<file path="src/rtl/muldiv_unit.sv">
// Iterative multiply/divide unit with architectural HI/LO registers.
// Radix-2 shift-add multiply and restoring divide, one bit per cycle, with a sign fix-up cycle.
//
// state  | meaning
// S_IDLE | waiting for start; mthi/mtlo writes accepted
// S_CALC | WIDTH iteration cycles on operand magnitudes
// S_FIX  | apply signs / divide-by-zero result, write HI/LO
module muldiv_unit #(
  parameter int               WIDTH   = 32,
  parameter logic [WIDTH-1:0] DIV0_LO = {WIDTH{1'b1}}
) (
  input  logic             clk,
  input  logic             reset,
  input  logic             start,
  input  logic [1:0]       md_op,
  input  logic [WIDTH-1:0] in1,
  input  logic [WIDTH-1:0] in2,
  input  logic             mthi,
  input  logic             mtlo,
  input  logic             rd_hilo,
  input  logic [WIDTH-1:0] wdata,
  output logic [WIDTH-1:0] hi,
  output logic [WIDTH-1:0] lo,
  output logic             busy,
  output logic             done,
  output logic             stall
);

  localparam int CW = (WIDTH > 1) ? $clog2(WIDTH) : 1;

  typedef enum logic [1:0] {S_IDLE, S_CALC, S_FIX} state_t;

  state_t               state_q, state_d;
  logic [CW-1:0]        cnt_q, cnt_d;
  logic [2*WIDTH-1:0]   prod_q, prod_d;
  logic [WIDTH-1:0]     opnd_q, opnd_d;
  logic                 is_div_q, is_div_d;
  logic                 neg_res_q, neg_res_d;
  logic                 neg_rem_q, neg_rem_d;
  logic                 div0_q, div0_d;
  logic [WIDTH-1:0]     hi_q, hi_d;
  logic [WIDTH-1:0]     lo_q, lo_d;
  logic                 busy_q, busy_d;
  logic                 done_q, done_d;

  logic                 op_signed;
  logic [WIDTH-1:0]     mag1, mag2;
  logic [WIDTH:0]       add_sum;
  logic [WIDTH:0]       shifted;
  logic [WIDTH:0]       sub_res;
  logic                 sub_ok;
  logic [2*WIDTH-1:0]   mul_next, div_next, prod_neg;

  assign op_signed = ~md_op[0];
  assign mag1      = (op_signed && in1[WIDTH-1]) ? (~in1 + 1'b1) : in1;
  assign mag2      = (op_signed && in2[WIDTH-1]) ? (~in2 + 1'b1) : in2;

  // Multiply: multiplier sits in the low half and shifts out as the product shifts in.
  assign add_sum  = {1'b0, prod_q[2*WIDTH-1:WIDTH]} + {1'b0, (prod_q[0] ? opnd_q : '0)};
  assign mul_next = {add_sum, prod_q[WIDTH-1:1]};

  // Divide: remainder in the high half, dividend bits shift out of the low half as quotient bits enter.
  assign shifted  = {prod_q[2*WIDTH-1:WIDTH], prod_q[WIDTH-1]};
  assign sub_ok   = shifted >= {1'b0, opnd_q};
  assign sub_res  = shifted - {1'b0, opnd_q};
  assign div_next = sub_ok ? {sub_res[WIDTH-1:0], prod_q[WIDTH-2:0], 1'b1}
                           : {shifted[WIDTH-1:0], prod_q[WIDTH-2:0], 1'b0};

  assign prod_neg = ~prod_q + 1'b1;

  always_comb begin
    state_d   = state_q;
    cnt_d     = cnt_q;
    prod_d    = prod_q;
    opnd_d    = opnd_q;
    is_div_d  = is_div_q;
    neg_res_d = neg_res_q;
    neg_rem_d = neg_rem_q;
    div0_d    = div0_q;
    hi_d      = hi_q;
    lo_d      = lo_q;
    busy_d    = busy_q;
    done_d    = 1'b0;
    case (state_q)
      S_IDLE: begin
        if (start) begin
          is_div_d  = md_op[1];
          neg_res_d = op_signed & (in1[WIDTH-1] ^ in2[WIDTH-1]);
          neg_rem_d = op_signed & in1[WIDTH-1];
          cnt_d     = '0;
          busy_d    = 1'b1;
          opnd_d    = md_op[1] ? mag2 : mag1;
          prod_d    = md_op[1] ? {{WIDTH{1'b0}}, mag1} : {{WIDTH{1'b0}}, mag2};
          if (md_op[1] && (in2 == '0)) begin
            div0_d  = 1'b1;
            prod_d  = {{WIDTH{1'b0}}, in1};
            state_d = S_FIX;
          end else begin
            div0_d  = 1'b0;
            state_d = S_CALC;
          end
        end else begin
          if (mthi) hi_d = wdata;
          if (mtlo) lo_d = wdata;
        end
      end
      S_CALC: begin
        prod_d = is_div_q ? div_next : mul_next;
        cnt_d  = cnt_q + 1'b1;
        if (cnt_q == CW'(WIDTH-1)) state_d = S_FIX;
      end
      S_FIX: begin
        if (div0_q) begin
          hi_d = prod_q[WIDTH-1:0];
          lo_d = DIV0_LO;
        end else if (is_div_q) begin
          lo_d = neg_res_q ? prod_neg[WIDTH-1:0] : prod_q[WIDTH-1:0];
          hi_d = neg_rem_q ? (~prod_q[2*WIDTH-1:WIDTH] + 1'b1) : prod_q[2*WIDTH-1:WIDTH];
        end else begin
          {hi_d, lo_d} = neg_res_q ? prod_neg : prod_q;
        end
        state_d = S_IDLE;
        busy_d  = 1'b0;
        done_d  = 1'b1;
      end
      default: state_d = S_IDLE;
    endcase
  end

  always_ff @(posedge clk) begin
    if (reset) begin
      state_q   <= S_IDLE;
      cnt_q     <= '0;
      prod_q    <= '0;
      opnd_q    <= '0;
      is_div_q  <= 1'b0;
      neg_res_q <= 1'b0;
      neg_rem_q <= 1'b0;
      div0_q    <= 1'b0;
      hi_q      <= '0;
      lo_q      <= '0;
      busy_q    <= 1'b0;
      done_q    <= 1'b0;
    end else begin
      state_q   <= state_d;
      cnt_q     <= cnt_d;
      prod_q    <= prod_d;
      opnd_q    <= opnd_d;
      is_div_q  <= is_div_d;
      neg_res_q <= neg_res_d;
      neg_rem_q <= neg_rem_d;
      div0_q    <= div0_d;
      hi_q      <= hi_d;
      lo_q      <= lo_d;
      busy_q    <= busy_d;
      done_q    <= done_d;
    end
  end

  assign hi    = hi_q;
  assign lo    = lo_q;
  assign busy  = busy_q;
  assign done  = done_q;
  assign stall = busy_q & (start | mthi | mtlo | rd_hilo);

endmodule
</file>
<file path="config.mk">
export PLATFORM = sky130hd
export DESIGN_NAME = muldiv_unit
export DESIGN_NICKNAME = d
export VERILOG_FILES = /design/src/rtl/muldiv_unit.sv
export SDC_FILE = /design/constraint.sdc
export NUM_CORES = 1
export LEC_CHECK = 0
export BUFFER_PORTS_ARGS = -buffer_cell sky130_fd_sc_hd__clkbuf_2
export CAP_MARGIN = 20
export CORE_MARGIN = 2
export CORE_UTILIZATION = 55
export DETAILED_ROUTE_END_ITERATION = 8
export HOLD_SLACK_MARGIN = 0.08
export PLACE_DENSITY = 0.84
export SLEW_MARGIN = 25
export SYNTH_ARGS = -nofsm -noshare
export SYNTH_HDL_FRONTEND = slang
export SYNTH_SLANG_ARGS = --single-unit
</file>
<file path="constraint.sdc">
create_clock -name clk -period 4.7 [get_ports clk]
set_input_delay 0.705 -clock clk [delete_from_list [all_inputs] [get_ports clk]]
set_output_delay 0.705 -clock clk [all_outputs]
set_load 0.05 [all_outputs]
</file>
==> results of run 1 <==
[state kept, by name, indices dropped and copies added, names as in the netlist]
name       count
done           1
cnt_q          5
neg_res_q      1
neg_rem_q      1
state_q        2
hi            32
div0_q         1
lo            32
opnd_q        32
is_div_q       1
busy           1
prod_q        64
[cell usage in the layout (no fill, tap or decap), types with 26 or more instances in the layout]
cell / n
xnor2_1: 89
nand2_1: 188
a211oi_1: 43
o211ai_1: 40
a21oi_1: 245
a21o_1: 28
nor2_1: 250
o31ai_1: 26
mux2i_1: 45
o221ai_1: 29
buf_4: 40
or3_1: 31
inv_1: 70
xor2_1: 88
dfxtp_1: 172
o21ai_0: 127
nand3_1: 35
ha_1: 70
clkbuf_2: 169
nor3_1: 44
[cell type report]
| class | count | share of cell area |
|---|---|---|
| sequential | 173 | 0.202 |
| inverter | 70 | 0.0153 |
| tap | 378 | 0.0276 |
| clock buffer | 18 | 0.0256 |
| clock inverter | 14 | 0.0113 |
| multi-input combinational | 1726 | 0.651 |
| timing repair buffer | 209 | 0.0669 |
[worst min-delay path, delay by kind of cell, from the launching register on]
family          cells  cell delay, ns
simple gates        1            0.05
flops               1            0.31
compound gates      1            0.05
[worst min path at each step]
stage / start / endpoint / slack [ns] / depth (start not counted)
after global routing: lo[6]$_SDFFE_PP0P_ / lo[6]$_SDFFE_PP0P_ / 0.47 / 2
after floorplan: opnd_q[10]$_SDFFE_PP0P_ / opnd_q[10]$_SDFFE_PP0P_ / 0.43 / 2
after global placement: hi[19]$_SDFFE_PP0P_ / hi[19]$_SDFFE_PP0P_ / 0.44 / 2
final: opnd_q[23]$_SDFFE_PP0P_ / opnd_q[23]$_SDFFE_PP0P_ / 0.45 / 2
after CTS: opnd_q[23]$_SDFFE_PP0P_ / opnd_q[23]$_SDFFE_PP0P_ / 0.45 / 2
after detailed placement: opnd_q[23]$_SDFFE_PP0P_ / opnd_q[23]$_SDFFE_PP0P_ / 0.44 / 2
[report_power, final]
group	internal, mW	switching, mW
registers	1.55	0.139
logic	0.548	1.04
clock network	0.833	0.721
[cell families (layout without fill, tap and decap cells)]
logic type      after synthesis  after routing  synth area share
buf+inv                     219            311            0.0571
flops                       173            173             0.224
fa+ha+maj                    72             72            0.0592
xor+xnor                    177            177             0.100
compound gates              711            711             0.299
mux                          63             63            0.0424
simple gates                703            703             0.219
[routing by layer]
layer  vias to the layer above  wire (um)
met1                      7950      23000
met4                         0       3180
li1                       7907          -
met3                       177       6950
met5                         -          0
met2                      1256      24400
[through the flow]
| step | hold WS [ns] | util |
|---|---|---|
| 2_1_floorplan | 0.432 | - |
| 3_3_place_gp | 0.440 | 0.594 |
| 3_5_place_dp | 0.444 | 0.594 |
| 4_1_cts | 0.455 | 0.616 |
| 5_1_grt | 0.469 | 0.617 |
| 6_report | 0.452 | 0.617 |
==> metrics, run 1 <==
FF+latch count, synth ~170; worst setup path class register to register; Worst path depth 13; Critical-path top delay cell a21oi_1; Tmin final 3.71 ns; Synth Instances ~2.1k; CTS sink cnt 173; Tot GR Track Use 0.379; R2R cell count 13; antenna cells 0; synth unique cells ~90; Leakage ~7.0 nW; Place WS ~1.0 ns; Non-Filler Instances approximately 2.6k; detail-routed via count per cell 6.68; footprint of the multi-input gates 11200 um2; WL final 57.6 mm; post-route ant nets 0; M3 GR Usage 0.0727; Iteration-0 DRC Markers ~2.5k; Slew Limit Fails 0; Worst Path Required roughly 5.0 ns; worst setup margin roughly 1 ns; grt peak-use layer met2; Synth area leaders dfxtp_1 22%, a21oi_1 7.9%, nor2_1 6.1%; Startpoint Class register; GPL Wtd Cong ~1.0; Seq. cell area 3460 um2; worst r2r src prod_q[0]$_SDFFE_PP0P_; FMAX approximately 0.27 GHz; period utilization 0.789; largest net degree at the start of global routing 86; delay of the slowest critical-path stage approximately 0.47 ns; Yosys top cell by area dfxtp_1; Pwr Density around 280 nW/um2; Arr. time, crit path 4.05 ns; RSZ-0062 raised after global routing false; CTS resizes 0; top-area cell type share of the netlist area 0.224; routed length per instance around 22 um; number of max-cap violations 0; initial antenna violation count 0; top-count cell post-synth nor2_1; TNS Setup 0 ns; global-route met2 utilization 0.564; Post-synth top cells 253 x nor2_1, 245 x a21oi_1, 188 x nand2_1; worst path cell trace inv_1, buf_4, nor2_1, ha_1, o21ai_0, o21ai_0, nand4_1, a21oi_1, o2111ai_1, a21oi_1, o31a_1, mux2_2, and3_1; clk_lat worst skew approximately 0.45 ns; Final nets approximately 2.4k; GR Util met1 0.520; root buffer cell clkbuf_16; setup violators final 0; Post-synth ARST share 0; maximum fanout along the worst path 16; GRT overflow 0; Least-Margin Pin Slew ~1.1 ns; TritonCTS clock tree yes; drc violations 0; crit path launch prod_q[0]$_SDFFE_PP0P_; port bufs 170; worst-case clock buffer depth 2; min-delay worst type register to register; Avg Inst Size Synth 7.31 um2; Post-synth EDFFs 0; synth warn 0; relative slew slack 0.273; placed cells approximately 2.6k; Clock Skew slightly below 0.02 ns; Final Hold Fails 0; fillers approximately 2.6k; P&R area growth vs syn 10.7%; initial core utilization 0.557; DP Area around 16000 um2; Synth Net Count between 2k and 2.5k; DIE AREA 29500 um2; FF-to-FF End prod_q[62]$_SDFFE_PP0P_; vias in the first global route around 15k; CP Capture Type register; die width 172 um; Top FF cell, synth dfxtp_1; Die Ht around 170 um; Rows 61; Buf/Inv on CP 2; CTS Hold Bufs 0; synthesized area between 15000 and 20000 um2; Tot Pwr between 4 and 5 mW; CORE AREA roughly 28000 um2; DR vias between 15k and 20k; cts bufs inserted 17; postcts setup bufs 0; post-synthesis sequential area ratio 0.224; H-tree levels 4; Critical Path End prod_q[62]$_SDFFE_PP0P_; layout cell share with drive strength beyond 1 0.141; status finished clean; Detailed Place HPWL 44.0 mm; kind of cell adding the most delay to the critical path compound AO/OA/AOI/OAI gates; flop-to-flop setup slack 0.99 ns; global-route wire length before repair 86.9 mm; # IOs about 170; first-pass detailed-route iteration total 9; Finished Cell Area about 17000 um2; Max VDD drop 0.274 mV; Clk pin slew, worst setup/hold paths 0.07 ns
Note: power is estimated with default switching activity, not from simulation.
==> run 2: changes to the inputs <==
PLACE_DENSITY = 0.87   (was 0.84)
clock period = 3.31 ns   (was 4.7 ns; I/O delays follow)
==> run 2 against run 1 <==
The flow now finishes with violations (negative setup slack). First-iteration DRC count grew 21%. Cell area grew 4.7%. Setup slack lost 1.0 ns. Global-route usage grew 1.7 points. Core utilization grew 2.9 points. Count of clock-buffer cells in the layout is the same. Largest cell class unchanged. Die area is the same. Total power grew 45%. Sequential share of layout area shrank 0.91 points. Cell count grew 3.6%. Sequential cell count is the same. Register-to-register slack lost 1.0 ns.
==> metrics, run 2 (synthesis gave the netlist of run 1 again) <==
status finished, violations left; violated checks negative setup slack; Slew Limit Fails 0 (unchanged); largest net degree at the start of global routing 156 (+81%); port bufs 170 (unchanged); Place WS 0.0218 ns (-1.03 ns); Max VDD drop 0.399 mV (+46%); max FFs per register 64 (unchanged); post-route ant nets 0 (unchanged); Startpoint Class register; GPL Wtd Cong 1.02 (+0.42%); Tot Pwr 7.01 mW (+45%); CTS sink cnt 173 (unchanged); GRT overflow 0 (unchanged); Leakage 7.52 nW (+7.0%); H-tree levels 4 (unchanged); Worst Path Required 3.66 ns (-1.38 ns); Detailed Place HPWL 45.7 mm (+3.9%); flop-to-flop setup slack -0.003 ns (-1.00 ns); setup violators final 1 (+1); drc violations 0 (unchanged); worst setup path class register to register; CORE AREA 27800 um2 (unchanged); Rows 61 (unchanged); Least-Margin Pin Slew 0.999 ns (-0.0878 ns); most frequent cells in the layout 249 x nor2_1, 243 x a21oi_1, 188 x nand2_1; initial antenna violation count 0 (unchanged); worst path cell trace inv_1, buf_12, nor2_1, ha_1, a2111oi_0, o21ai_0, nand4_1, a21oi_2, o2111ai_1, a21oi_1, o31a_1, mux2_2, and3_1; WHS Endpoint hi[21]$_SDFFE_PP0P_; Arr. time, crit path 3.66 ns (-0.39 ns); routed length per instance 22.5 um (+1.2%); Buf/Inv on CP 2 (unchanged); Pwr Density 391 nW/um2 (+38%); layout cell share with drive strength beyond 1 0.184 (+0.0424); antenna cells 0 (unchanged); # IOs 171 (unchanged); relative slew slack 0.332 (+0.0588); Iteration-0 DRC Markers 3079 (+21%); maximum fanout along the worst path 19 (+3); DIE AREA 29500 um2 (unchanged); placed cells 2648 (+3.6%); Tmin final 3.31 ns (-0.394 ns); cts bufs inserted 17 (unchanged); TNS Setup -0.00298 ns (-0.00298 ns); worst setup margin -0.00298 ns (-0.996 ns); first-pass detailed-route iteration total 7 (-2); period utilization 1.00 (+0.212); TritonCTS clock tree yes; clk_lat worst skew 0.46 ns (about the same); P&R area growth vs syn 16.0%; number of max-cap violations 0 (unchanged); kind of cell adding the most delay to the critical path compound AO/OA/AOI/OAI gates; crit path launch prod_q[0]$_SDFFE_PP0P_; worst-case clock buffer depth 2 (unchanged); WHS Path Cells 3 (+1); global-route wire length before repair 90.8 mm (+4.5%); Clock Skew 0.0160 ns (-0.00378 ns); min-delay worst type primary input to register; detail-routed via count per cell 6.75 (+1.1%); HP Start wdata[21]; Critical-path top delay cell a2111oi_0; Final Hold Fails 0 (unchanged); DR vias 18.1k (+4.7%); Largest Register prod_q; worst r2r src prod_q[0]$_SDFFE_PP0P_; R2R cell count 13 (unchanged); Hold WS 0.320 ns (-0.131 ns); FF-to-FF End prod_q[62]$_SDFFE_PP0P_; CP Capture Type register; Non-Filler Instances 2682 (+3.6%); initial core utilization 0.557 (unchanged); die width 172 um (unchanged); Tot GR Track Use 0.396 (+0.0166); WL final 60.4 mm (+4.8%); most common cell after layout, fill and taps aside nor2_1; Final nets 2467 (+4.0%); delay of the slowest critical-path stage 0.56 ns (+0.09 ns); Clk pin slew, worst setup/hold paths 0.08 ns (about the same); root buffer cell clkbuf_16; vias in the first global route 16.2k (+5.7%); Die Ht 172 um (unchanged); FMAX 0.302 GHz (+12%)
run 2: worst max-delay path by stage:
stage                               to  slack [ns]  cells after the start
5_1_grt        prod_q[62]$_SDFFE_PP0P_       -0.04                     13
4_1_cts        prod_q[39]$_SDFFE_PP0P_       0.004                     12
2_1_floorplan  prod_q[57]$_SDFFE_PP0P_       0.004                     13
6_report       prod_q[62]$_SDFFE_PP0P_      -0.003                     13
3_3_place_gp   opnd_q[16]$_SDFFE_PP0P_        0.07                     12
3_5_place_dp   prod_q[50]$_SDFFE_PP0P_        0.02                     12
run 2: final cells by class:
type	instances	area, um2
Clock buffer	18	429
Clock inverter	14	174
Fill cell	2393	9840
Inverter	70	263
Multi-Input combinational cell	1726	11200
Sequential cell	173	3470
Tap cell	378	473
Timing Repair Buffer	303	1900
run 2: what timing repair did:
action | in CTS | in global routing
setup endpoints to repair | 1 | 16
setup buffers | 1 | 1
hold buffers | 0 | 0
gates resized for setup | 0 | 20
pin swaps | 1 | 10
run 2: where the power goes:
group,switching [mW],total [mW],leakage (nW),internal [mW]
combinational,1.67,2.58,5.81,0.911
clock,1.04,2.12,0.293,1.08
sequential,0.103,2.31,1.42,2.21
total,2.81,7.01,7.52,4.20
run 2: per-stage QoR:
step	utilization	cell area, um2
after detailed placement	0.620	17200
after floorplan	-	15500
after CTS	0.642	17800
after global placement	0.620	17200
final	0.646	17900
after global routing	0.646	17900
run 2: tightest hold or removal path: cells and delay by family:
| family | cells | cell delay, ns |
|---|---|---|
| AOI/OAI and AO/OA | 1 | 0.07 |
| and+or+nand+nor | 1 | 0.06 |
| buffers and inverters | 1 | 0.10 |
run 2: metal layers:
metal  wire length (um)  GRT usage
met5                  0          0
met4               4390      0.254
met3               8310     0.0794
met2              24600      0.577
met1              23000      0.531
